`config.mk`:
```
export PLATFORM = sky130hd
export DESIGN_NAME = i2c_target_regif
export DESIGN_NICKNAME = d
export VERILOG_FILES = /design/src/rtl/i2c_target_pkg.sv /design/src/rtl/i2c_target_filter.sv /design/src/rtl/i2c_target_regif.sv
export SDC_FILE = /design/constraint.sdc
export NUM_CORES = 1
export LEC_CHECK = 0
export ABC_AREA = 1
export CAP_MARGIN = 20
export CORE_MARGIN = 4
export CORE_UTILIZATION = 52
export CTS_CLUSTER_DIAMETER = 60
export CTS_CLUSTER_SIZE = 40
export DETAILED_ROUTE_END_ITERATION = 10
export PLACE_DENSITY_LB_ADDON = 0.12
export SLEW_MARGIN = 20
export SYNTH_ARGS = -nofsm -noshare
export SYNTH_HDL_FRONTEND = slang
export SYNTH_HIERARCHICAL = 1
export SYNTH_SLANG_ARGS = --single-unit
```
`constraint.sdc`:
```
create_clock -name wb_clk_i -period 1.5 [get_ports wb_clk_i]
set_input_delay 0.3 -clock wb_clk_i [delete_from_list [all_inputs] [get_ports wb_clk_i]]
set_output_delay 0.3 -clock wb_clk_i [all_outputs]
set_load 0.005 [all_outputs]
```
`src/rtl/i2c_target_pkg.sv`:
```
// rtl/i2c_target_pkg.sv - shared types and constants for the I2C register target
package i2c_target_pkg;

    localparam int BYTE_W    = 8;
    localparam int BIT_CNT_W = 3;

    localparam logic ACK_LVL  = 1'b0;
    localparam logic NACK_LVL = 1'b1;

    typedef enum logic [3:0] {
        ST_IDLE,
        ST_ADDR,
        ST_ADDR_ACK,
        ST_PTR,
        ST_PTR_ACK,
        ST_WDATA,
        ST_WDATA_ACK,
        ST_RDATA,
        ST_RD_ACKCHK,
        ST_IGNORE
    } state_t;

endpackage

```
`src/rtl/i2c_target_filter.sv`:
```
// rtl/i2c_target_filter.sv - pin synchronizer, deglitch filter and edge pulses for one I2C line
module i2c_target_filter #(
    parameter int FILT_LEN = 3
) (
    input  logic clk,
    input  logic rst,
    input  logic pad,
    output logic line,
    output logic rise,
    output logic fall
);

    logic [1:0] sync;
    logic [3:0] cnt;

    // Lines idle high, so reset to the released level to avoid a fake edge.
    always_ff @(posedge clk) begin
        if (rst) begin
            sync <= 2'b11;
            line <= 1'b1;
            cnt  <= 4'd0;
            rise <= 1'b0;
            fall <= 1'b0;
        end else begin
            sync <= {sync[0], pad};
            rise <= 1'b0;
            fall <= 1'b0;
            if (sync[1] != line) begin
                if (cnt == 4'(FILT_LEN - 1)) begin
                    line <= sync[1];
                    cnt  <= 4'd0;
                    rise <= sync[1];
                    fall <= ~sync[1];
                end else begin
                    cnt <= cnt + 4'd1;
                end
            end else begin
                cnt <= 4'd0;
            end
        end
    end

endmodule

```
`src/rtl/i2c_target_regif.sv`:
```
// rtl/i2c_target_regif.sv - I2C target exposing an 8-bit register space through a single-cycle register port
module i2c_target_regif
    import i2c_target_pkg::*;
#(
    parameter logic [6:0] TARGET_ADDR = 7'h50,
    parameter int          FILT_LEN   = 3,
    parameter int          HOLD_CYC   = 4
) (
    input  logic                wb_clk_i,
    input  logic                wb_rst_i,
    input  logic                scl_pad_i,
    input  logic                sda_pad_i,
    output logic                sda_pad_o,
    output logic                sda_padoen_o,
    output logic [BYTE_W-1:0]   reg_addr_o,
    output logic [BYTE_W-1:0]   reg_wdata_o,
    output logic                reg_we_o,
    output logic                reg_re_o,
    input  logic [BYTE_W-1:0]   reg_rdata_i,
    output logic                busy_o
);

    localparam logic [7:0] HOLD_LOAD = 8'(HOLD_CYC - 1);

    logic scl_line, scl_rise, scl_fall;
    logic sda_line, sda_rise, sda_fall;

    i2c_target_filter #(.FILT_LEN(FILT_LEN)) u_scl_filt (
        .clk (wb_clk_i), .rst (wb_rst_i), .pad (scl_pad_i),
        .line(scl_line), .rise(scl_rise), .fall(scl_fall)
    );

    i2c_target_filter #(.FILT_LEN(FILT_LEN)) u_sda_filt (
        .clk (wb_clk_i), .rst (wb_rst_i), .pad (sda_pad_i),
        .line(sda_line), .rise(sda_rise), .fall(sda_fall)
    );

    state_t                 state;
    logic [BIT_CNT_W-1:0]   bit_cnt;
    logic [BYTE_W-2:0]      rx_sr;
    logic [BYTE_W-1:0]      tx_sr;
    logic [BYTE_W-1:0]      rx_byte;
    logic                   rw;
    logic                   re_q;
    logic                   hold_pend;
    logic [7:0]             hold_cnt;
    logic                   sda_next;
    logic                   start_det;
    logic                   stop_det;

    assign sda_pad_o = 1'b0;
    assign rx_byte   = {rx_sr, sda_line};
    assign start_det = sda_fall & scl_line;
    assign stop_det  = sda_rise & scl_line;

    // Level to place on SDA once the hold delay after an SCL fall expires.
    // Read data captured this very cycle is taken straight from the port.
    always_comb begin
        sda_next = NACK_LVL;
        case (state)
            ST_ADDR_ACK, ST_PTR_ACK, ST_WDATA_ACK: sda_next = ACK_LVL;
            ST_RDATA: sda_next = re_q ? reg_rdata_i[BYTE_W-1] : tx_sr[BYTE_W-1];
            default:  sda_next = NACK_LVL;
        endcase
    end

    always_ff @(posedge wb_clk_i) begin
        if (wb_rst_i) begin
            state        <= ST_IDLE;
            bit_cnt      <= '0;
            rx_sr        <= '0;
            tx_sr        <= '0;
            rw           <= 1'b0;
            re_q         <= 1'b0;
            hold_pend    <= 1'b0;
            hold_cnt     <= 8'd0;
            sda_padoen_o <= 1'b1;
            reg_addr_o   <= '0;
            reg_wdata_o  <= '0;
            reg_we_o     <= 1'b0;
            reg_re_o     <= 1'b0;
            busy_o       <= 1'b0;
        end else begin
            reg_we_o <= 1'b0;
            reg_re_o <= 1'b0;
            re_q     <= reg_re_o;
            if (re_q)
                tx_sr <= reg_rdata_i;
            if (reg_we_o)
                reg_addr_o <= reg_addr_o + 8'd1;

            if (stop_det) begin
                state        <= ST_IDLE;
                busy_o       <= 1'b0;
                sda_padoen_o <= 1'b1;
                hold_pend    <= 1'b0;
            end else if (start_det) begin
                state        <= ST_ADDR;
                bit_cnt      <= '0;
                sda_padoen_o <= 1'b1;
                hold_pend    <= 1'b0;
            end else begin
                if (scl_fall) begin
                    hold_pend <= 1'b1;
                    hold_cnt  <= HOLD_LOAD;
                end else if (hold_pend) begin
                    hold_cnt <= hold_cnt - 8'd1;
                    if (hold_cnt == 8'd1) begin
                        hold_pend    <= 1'b0;
                        sda_padoen_o <= sda_next;
                    end
                end

                if (scl_rise) begin
                    case (state)
                        ST_ADDR, ST_PTR, ST_WDATA: begin
                            rx_sr   <= rx_byte[BYTE_W-2:0];
                            bit_cnt <= bit_cnt + 3'd1;
                            if (bit_cnt == 3'd7) begin
                                bit_cnt <= '0;
                                case (state)
                                    ST_ADDR: begin
                                        if (rx_byte[7:1] == TARGET_ADDR) begin
                                            state  <= ST_ADDR_ACK;
                                            rw     <= rx_byte[0];
                                            busy_o <= 1'b1;
                                        end else begin
                                            state  <= ST_IGNORE;
                                            busy_o <= 1'b0;
                                        end
                                    end
                                    ST_PTR: begin
                                        reg_addr_o <= rx_byte;
                                        state      <= ST_PTR_ACK;
                                    end
                                    default: begin
                                        reg_wdata_o <= rx_byte;
                                        reg_we_o    <= 1'b1;
                                        state       <= ST_WDATA_ACK;
                                    end
                                endcase
                            end
                        end
                        // Non-zero count marks that the 9th clock has risen.
                        ST_ADDR_ACK, ST_PTR_ACK, ST_WDATA_ACK: bit_cnt <= 3'd1;
                        ST_RDATA: begin
                            bit_cnt <= bit_cnt + 3'd1;
                            if (bit_cnt == 3'd7) begin
                                bit_cnt <= '0;
                                state   <= ST_RD_ACKCHK;
                            end
                        end
                        ST_RD_ACKCHK: begin
                            if (sda_line == ACK_LVL) begin
                                reg_addr_o <= reg_addr_o + 8'd1;
                                state      <= ST_RDATA;
                            end else begin
                                state <= ST_IGNORE;
                            end
                        end
                        default: ;
                    endcase
                end else if (scl_fall) begin
                    case (state)
                        ST_ADDR_ACK: begin
                            if (bit_cnt != '0) begin
                                bit_cnt <= '0;
                                if (rw) begin
                                    state    <= ST_RDATA;
                                    reg_re_o <= 1'b1;
                                end else begin
                                    state <= ST_PTR;
                                end
                            end
                        end
                        ST_PTR_ACK, ST_WDATA_ACK: begin
                            if (bit_cnt != '0) begin
                                bit_cnt <= '0;
                                state   <= ST_WDATA;
                            end
                        end
                        ST_RDATA: begin
                            if (bit_cnt == '0)
                                reg_re_o <= 1'b1;
                            else
                                tx_sr <= {tx_sr[BYTE_W-2:0], 1'b1};
                        end
                        default: ;
                    endcase
                end
            end
        end
    end

endmodule

```
**After elaboration in Yosys (flattened, before gate mapping)**

Index checks and enable logic that the tools add are counted.
W data, S select, Z words.

- Bits in registers: 71
- Bits of input ports: 12
- Output and inout port bits: 21
- Word-level logic and storage cells: 152

- Add/subtract/negate cells: 5
- Equality and inequality tests: 25
- Muxes and demuxes: 48
- Bitwise operators: 15
- Reductions and logical operators: 34

Operator list:

| cell | count |
|---|---|
| $mux W8 | 16 |
| $mux W4 | 8 |
| $mux W3 | 7 |
| $reduce_and A7 Y1 | 3 |
| $reduce_or A3 Y1 | 7 |
| $reduce_bool A3 Y1 | 6 |
| $eq A4 B2 Y1 const B | 4 |
| $eq A4 B3 Y1 const B | 4 |
| $pmux W4 S2 | 2 |
| $pmux W8 S2 | 1 |
| $not A1 Y1 | 13 |
| $ne A4 B4 Y1 const B | 3 |
| $pmux W4 S3 | 1 |
| $mux W1 | 10 |
| $reduce_and A5 Y1 | 2 |
| $add A4 B1 Y4 const B | 2 |
| $add A8 B1 Y8 const B | 1 |
| $eq A8 B1 Y1 const B | 1 |
| $ne A4 B3 Y1 const B | 2 |
| $sub A8 B1 Y8 const B | 1 |
| $eq A7 B7 Y1 const B | 1 |
| $ne A3 B2 Y1 const B | 2 |
| $ne A3 B3 Y1 const B | 2 |
| $pmux W3 S2 | 1 |
| 19 further kinds | 27 |

**Longest topological paths before layout**

- Depth in word-level cells: 8
- Mapped depth: 11
- Mapped depth without buffers: 11

**By module**

Netlist, hierarchy kept.

By module, submodules not included:

| module | times used | cells an instance | area an instance (µm²) | seq. area each (µm²) |
|---|---|---|---|---|
| i2c_target_regif | 1 | 408 | 2832.7 | 1061.0 |
| i2c_target_filter at u_sda_filt | 1 | 37 | 342.8 | 180.2 |
| i2c_target_filter at u_scl_filt | 1 | 37 | 340.3 | 180.2 |

**Worst setup path after synthesis**

No wires, ideal clock.

- Path type: register to register
- From: reg bit_cnt[0]
- To: reg reg_addr_o[5]
- Library setup time: 130 ps
- Data arrival time: 1480 ps
- Required time: 1370 ps
- Path slack: -111 ps
- Cell stages (with the launch flop): 12
- Path buffers: 0
- Period minus slack after synthesis: 1611 ps
- Path through: dfxtp_1 ha_1 ha_1 nand3_1 nor2_1 nor2_1 nor2_1 nand2_2 nand2_1 nand2_1 nand2_1 a21oi_2

- Cells in the longest elaborated chain, start to end: 6

RTL lines:

| what | RTL line | RTL |
|---|---|---|
| from (decl) | i2c_target_regif.sv:39 | `logic [BIT_CNT_W-1:0] bit_cnt;` |
| from (signal assigned) | i2c_target_regif.sv:118 | `bit_cnt <= bit_cnt + 3'd1;` |
| from (signal assigned) | i2c_target_regif.sv:147 | `bit_cnt <= bit_cnt + 3'd1;` |
| $eq A3 B3 Y1 | i2c_target_regif.sv:119 | `if (bit_cnt == 3'd7) begin` |
| $mux W8 | i2c_target_regif.sv:119 |  |
| $pmux W8 S2 | i2c_target_regif.sv:115 | `case (state)` |
| $mux W8 | i2c_target_regif.sv:114 | `if (scl_rise) begin` |
| $mux W8 | i2c_target_regif.sv:97 | `end else if (start_det) begin` |
| $mux W8 | i2c_target_regif.sv:92 | `if (stop_det) begin` |
| to (signal assigned) | i2c_target_regif.sv:90 | `reg_addr_o <= reg_addr_o + 8'd1;` |
| to (signal assigned) | i2c_target_regif.sv:133 | `reg_addr_o <= rx_byte;` |
| to (signal assigned) | i2c_target_regif.sv:155 | `reg_addr_o <= reg_addr_o + 8'd1;` |
| to (decl) | i2c_target_regif.sv:15 | `output logic [BYTE_W-1:0] reg_addr_o,` |

Every way passes these cells.
A chain may end at the register's enable or synchronous reset.

**Worst setup path after layout**

- From: reg bit_cnt[1]
- To: reg reg_addr_o[5]

Same word-level chain as after synthesis.

==> impl_results.md <==
* Run status: complete, but fails checks
* Failing checks: setup timing
* Post-synthesis register bit count at 71
* Synth unique cells at 41
* Placer Congestion at ~0.93
* Global-route wire length before repair at 13900 µm
* Die Area at 8140 µm²
* H-tree lvl count at 3
* Power Dens Cells at 752 nW/µm²
* Chip height at about 90 µm
* Setup Viol. Count Final at 1
* DR DRC count at 0
* WHS Endpoint: u_scl_filt/sync[1]$_SDFF_PP1_
* HP Class: reg -> reg
* Post-synth top flop: dfxtp_1
* Power, Total at 3480 µW
* Syn Area/Cell at between 7 and 8 µm²
* Sw power at 787 µW
* CP arrival at around 1800 ps
* Largest cells by area after synthesis: dfxtp_1, nand2_1, nor2_1, o21ai_0, inv_1
* Metal3 WL at 378 µm
* YS warnings at 6
* Setup ws final at -21.6 ps
* Post-synth top area share at between 40% and 50%
* Die width at about 90 µm
* Reg-to-Reg End: reg_addr_o[5]$_SDFF_PP0_
* All-Layer GR Usage at about a fifth
* Worst reg2reg setup slack at -20 ps
* Max_cap viols at 0
* Combinational power share at 2.7%
* Async S/R FF share, synth at 0%
* Leak at approximately 0.0022 µW
* Fin nets at around 580
* CTS tree: built
* Final antenna diode count at 0
* Highest routed layer: met4
* Dpl cell area at roughly 4200 µm²
* # rows at 29
* Worst-Skew Late Latency at about 350 ps
* Crit. End Element: flop
* Global route overflow at 0
* Seq/Total Area, Yosys at 40.4%
* Mapped Nets at a little over 500
* R2R cell count at 11
* Int Power at about 2700 µW
* Most numerous cell in the Yosys netlist: nand2_1
* Critical Path RT at ~1700 ps
* TNS Setup at -21.6 ps
* Final ANT Viol Nets at 0
* Hold Path Stages at 1
* Final WL at 8270 µm
* Wirelength per Cell at 13.0 µm
* WL met2 at 3820 µm
* DR vias at between 3000 and 4000
* Clock-pin slew on the worst setup and hold paths at around 80 ps
* Final core occ at roughly 72%
* FF-to-FF Start: bit_cnt[1]$_SDFFE_PP0P_
* Min-delay src: u_scl_filt/sync[0]$_SDFF_PP1_
* Final hold vios at 0
* Clock power frac at 43.1%
* EDFF count, synth at 0
* Cells after Synth at around 480
* Clock Skew at 9.49 ps
* Commonest cells in the netlist: nand2_1, dfxtp_1, nor2_1
* Minimum clock period at 1520 ps
* Clock Sink Count at 71
* RSZ-0062 raised after global routing: true
* Synth area leader: dfxtp_1
* Crit path max fanout at 3
* Initial core utilization at 54.4%
* Sw frac at 22.6%
* Root buf cell: clkbuf_8
* Largest net degree at the start of global routing at 22
* Via density at between 5 and 6
* Max VDD drop at 677 µV
* Initial antenna violation count at 0
* # IOs at 33
* Fin. max-slew vios at 0
* Fillers at approximately 500
* Iter 0 DRT Violations at roughly 160
* Total CTS buffers at 9
* DRT Pass-1 Iters at 4
* Cell area after layout at 4630 µm²
* Kind of critical path: reg -> reg
* Fmax at ~0.66 GHz
* Core area at 6460 µm²
* Share of layout cells above drive strength 1 at between 20 and 30%
* Area grow syn2layout at 31.8%
* Critical path launch point type: flop
* WL met1 at around 3800 µm
* DP Wirelength at just under 6000 µm
* Seq pwr share at 54.1%
* Clock Tree Buf Depth at 2
* IO Port Bufs at 31
* Vias in the first global route at around 3200
* Final Cycle Share at 101%
* Cell area after synthesis at ~3500 µm²
==> power by group through the flow <==
stage                     combinational [µW]  sequential (µW)  clock, µW
after floorplan                         40.5             1940          0
after global placement                  88.5             1940          0
after detailed placement                89.7             1940          0
after CTS                               90.8             1890       1530
after global routing                     105             1890       1630
final                                   94.8             1890       1500
==> layout make-up <==
| cell class | instances | area, µm² | area share, % |
|---|---|---|---|
| Tap cell | 77 | 96.3 | 2.08 |
| Timing Repair Buffer | 71 | 641 | 13.8 |
| Multi-Input combinational cell | 338 | 1990 | 42.9 |
| Sequential cell | 71 | 1460 | 31.5 |
| Clock inverter | 7 | 73.8 | 1.59 |
| Clock buffer | 9 | 124 | 2.67 |
| Inverter | 63 | 249 | 5.37 |
==> kinds of logic (layout without fill, tap and decap cells) <==
family | after synthesis | in the layout | share of synthesized area [%]
compound gates | 101 | 101 | 15.2
xor+xnor | 13 | 13 | 3.24
fa+ha+maj | 10 | 10 | 3.56
buf+inv | 73 | 150 | 8.40
flops | 71 | 71 | 40.4
mux | 1 | 1 | 0.285
other cells | 1 | 1 | 0.107
simple gates | 212 | 212 | 28.8
==> sequential cells by signal, indices dropped and copies added (netlist names), 2 cells and up <==
signal,cells
bit_cnt,3
hold_cnt,8
reg_addr_o,8
reg_wdata_o,8
rx_sr,7
state,4
tx_sr,8
u_scl_filt/cnt,4
u_scl_filt/sync,2
u_sda_filt/cnt,4
u_sda_filt/sync,2
==> cells in the final DEF, fill, tap and decap left out, drive strengths merged, types with 6 or more instances in the layout <==
master	synthesis	routed
inv	62	62
clkbuf	5	9
nand3	27	27
clkinv	1	6
a21oi	41	41
dfxtp	71	71
xor2	10	10
clkdlybuf4s50	0	13
dlymetal6s2s	0	13
nand4	9	9
ha	10	10
nor2	67	67
o21ai	50	50
nand2	95	95
or2	7	7
buf	5	40
==> what timing repair did <==
item                                    CTS  global route
buffers inserted                          6             0
endpoints found under the hold margin     0             0
hold buffers                              0             0
endpoints found under the setup margin   25            48
pin swaps                                 4            14
resized for setup                        21            86
==> routing by layer <==
| layer | vias up | track usage, % |
|---|---|---|
| li1 | 1707 | - |
| met1 | 1500 | 27.2 |
| met2 | 77 | 31.8 |
| met3 | 25 | 4.26 |
| met4 | 0 | 9.82 |
| met5 | - | 0 |
==> worst max path at each step <==
| stage | startpoint | endpoint | depth (start not counted) |
|---|---|---|---|
| 6_report | bit_cnt[1]$_SDFFE_PP0P_ | reg_addr_o[5]$_SDFF_PP0_ | 11 |
| 5_1_grt | bit_cnt[1]$_SDFFE_PP0P_ | reg_addr_o[7]$_SDFF_PP0_ | 11 |
| 4_1_cts | reg_wdata_o[2]$_SDFFE_PP0P_ | reg_wdata_o[2] | 1 |
| 3_5_place_dp | bit_cnt[1]$_SDFFE_PP0P_ | reg_addr_o[5]$_SDFF_PP0_ | 11 |
| 3_3_place_gp | wb_rst_i | reg_addr_o[7]$_SDFF_PP0_ | 7 |
| 2_1_floorplan | bit_cnt[1]$_SDFFE_PP0P_ | reg_addr_o[5]$_SDFF_PP0_ | 11 |
==> worst max-delay path, stage by stage, from the launching register on <==
cell	delay, ps
dfxtp_4	370
ha_4	140
ha_4	130
nand3_2	70
nor2_2	110
nor2_1	70
nor2_2	180
nand2_2	100
nand2_1	70
nand2_1	50
nand2_1	70
a21oi_2	50
==> through the flow <==
stage               cells  hold WS [ps]  setup slack (ps)
global route          636           441              -103
CTS                   636           424              1.46
finish                636           419             -21.6
detailed placement    614           404             -11.6
floorplan             482           389              4.41
global placement      614           393              12.2
No activity file was read; power rests on OpenSTA's default activity.
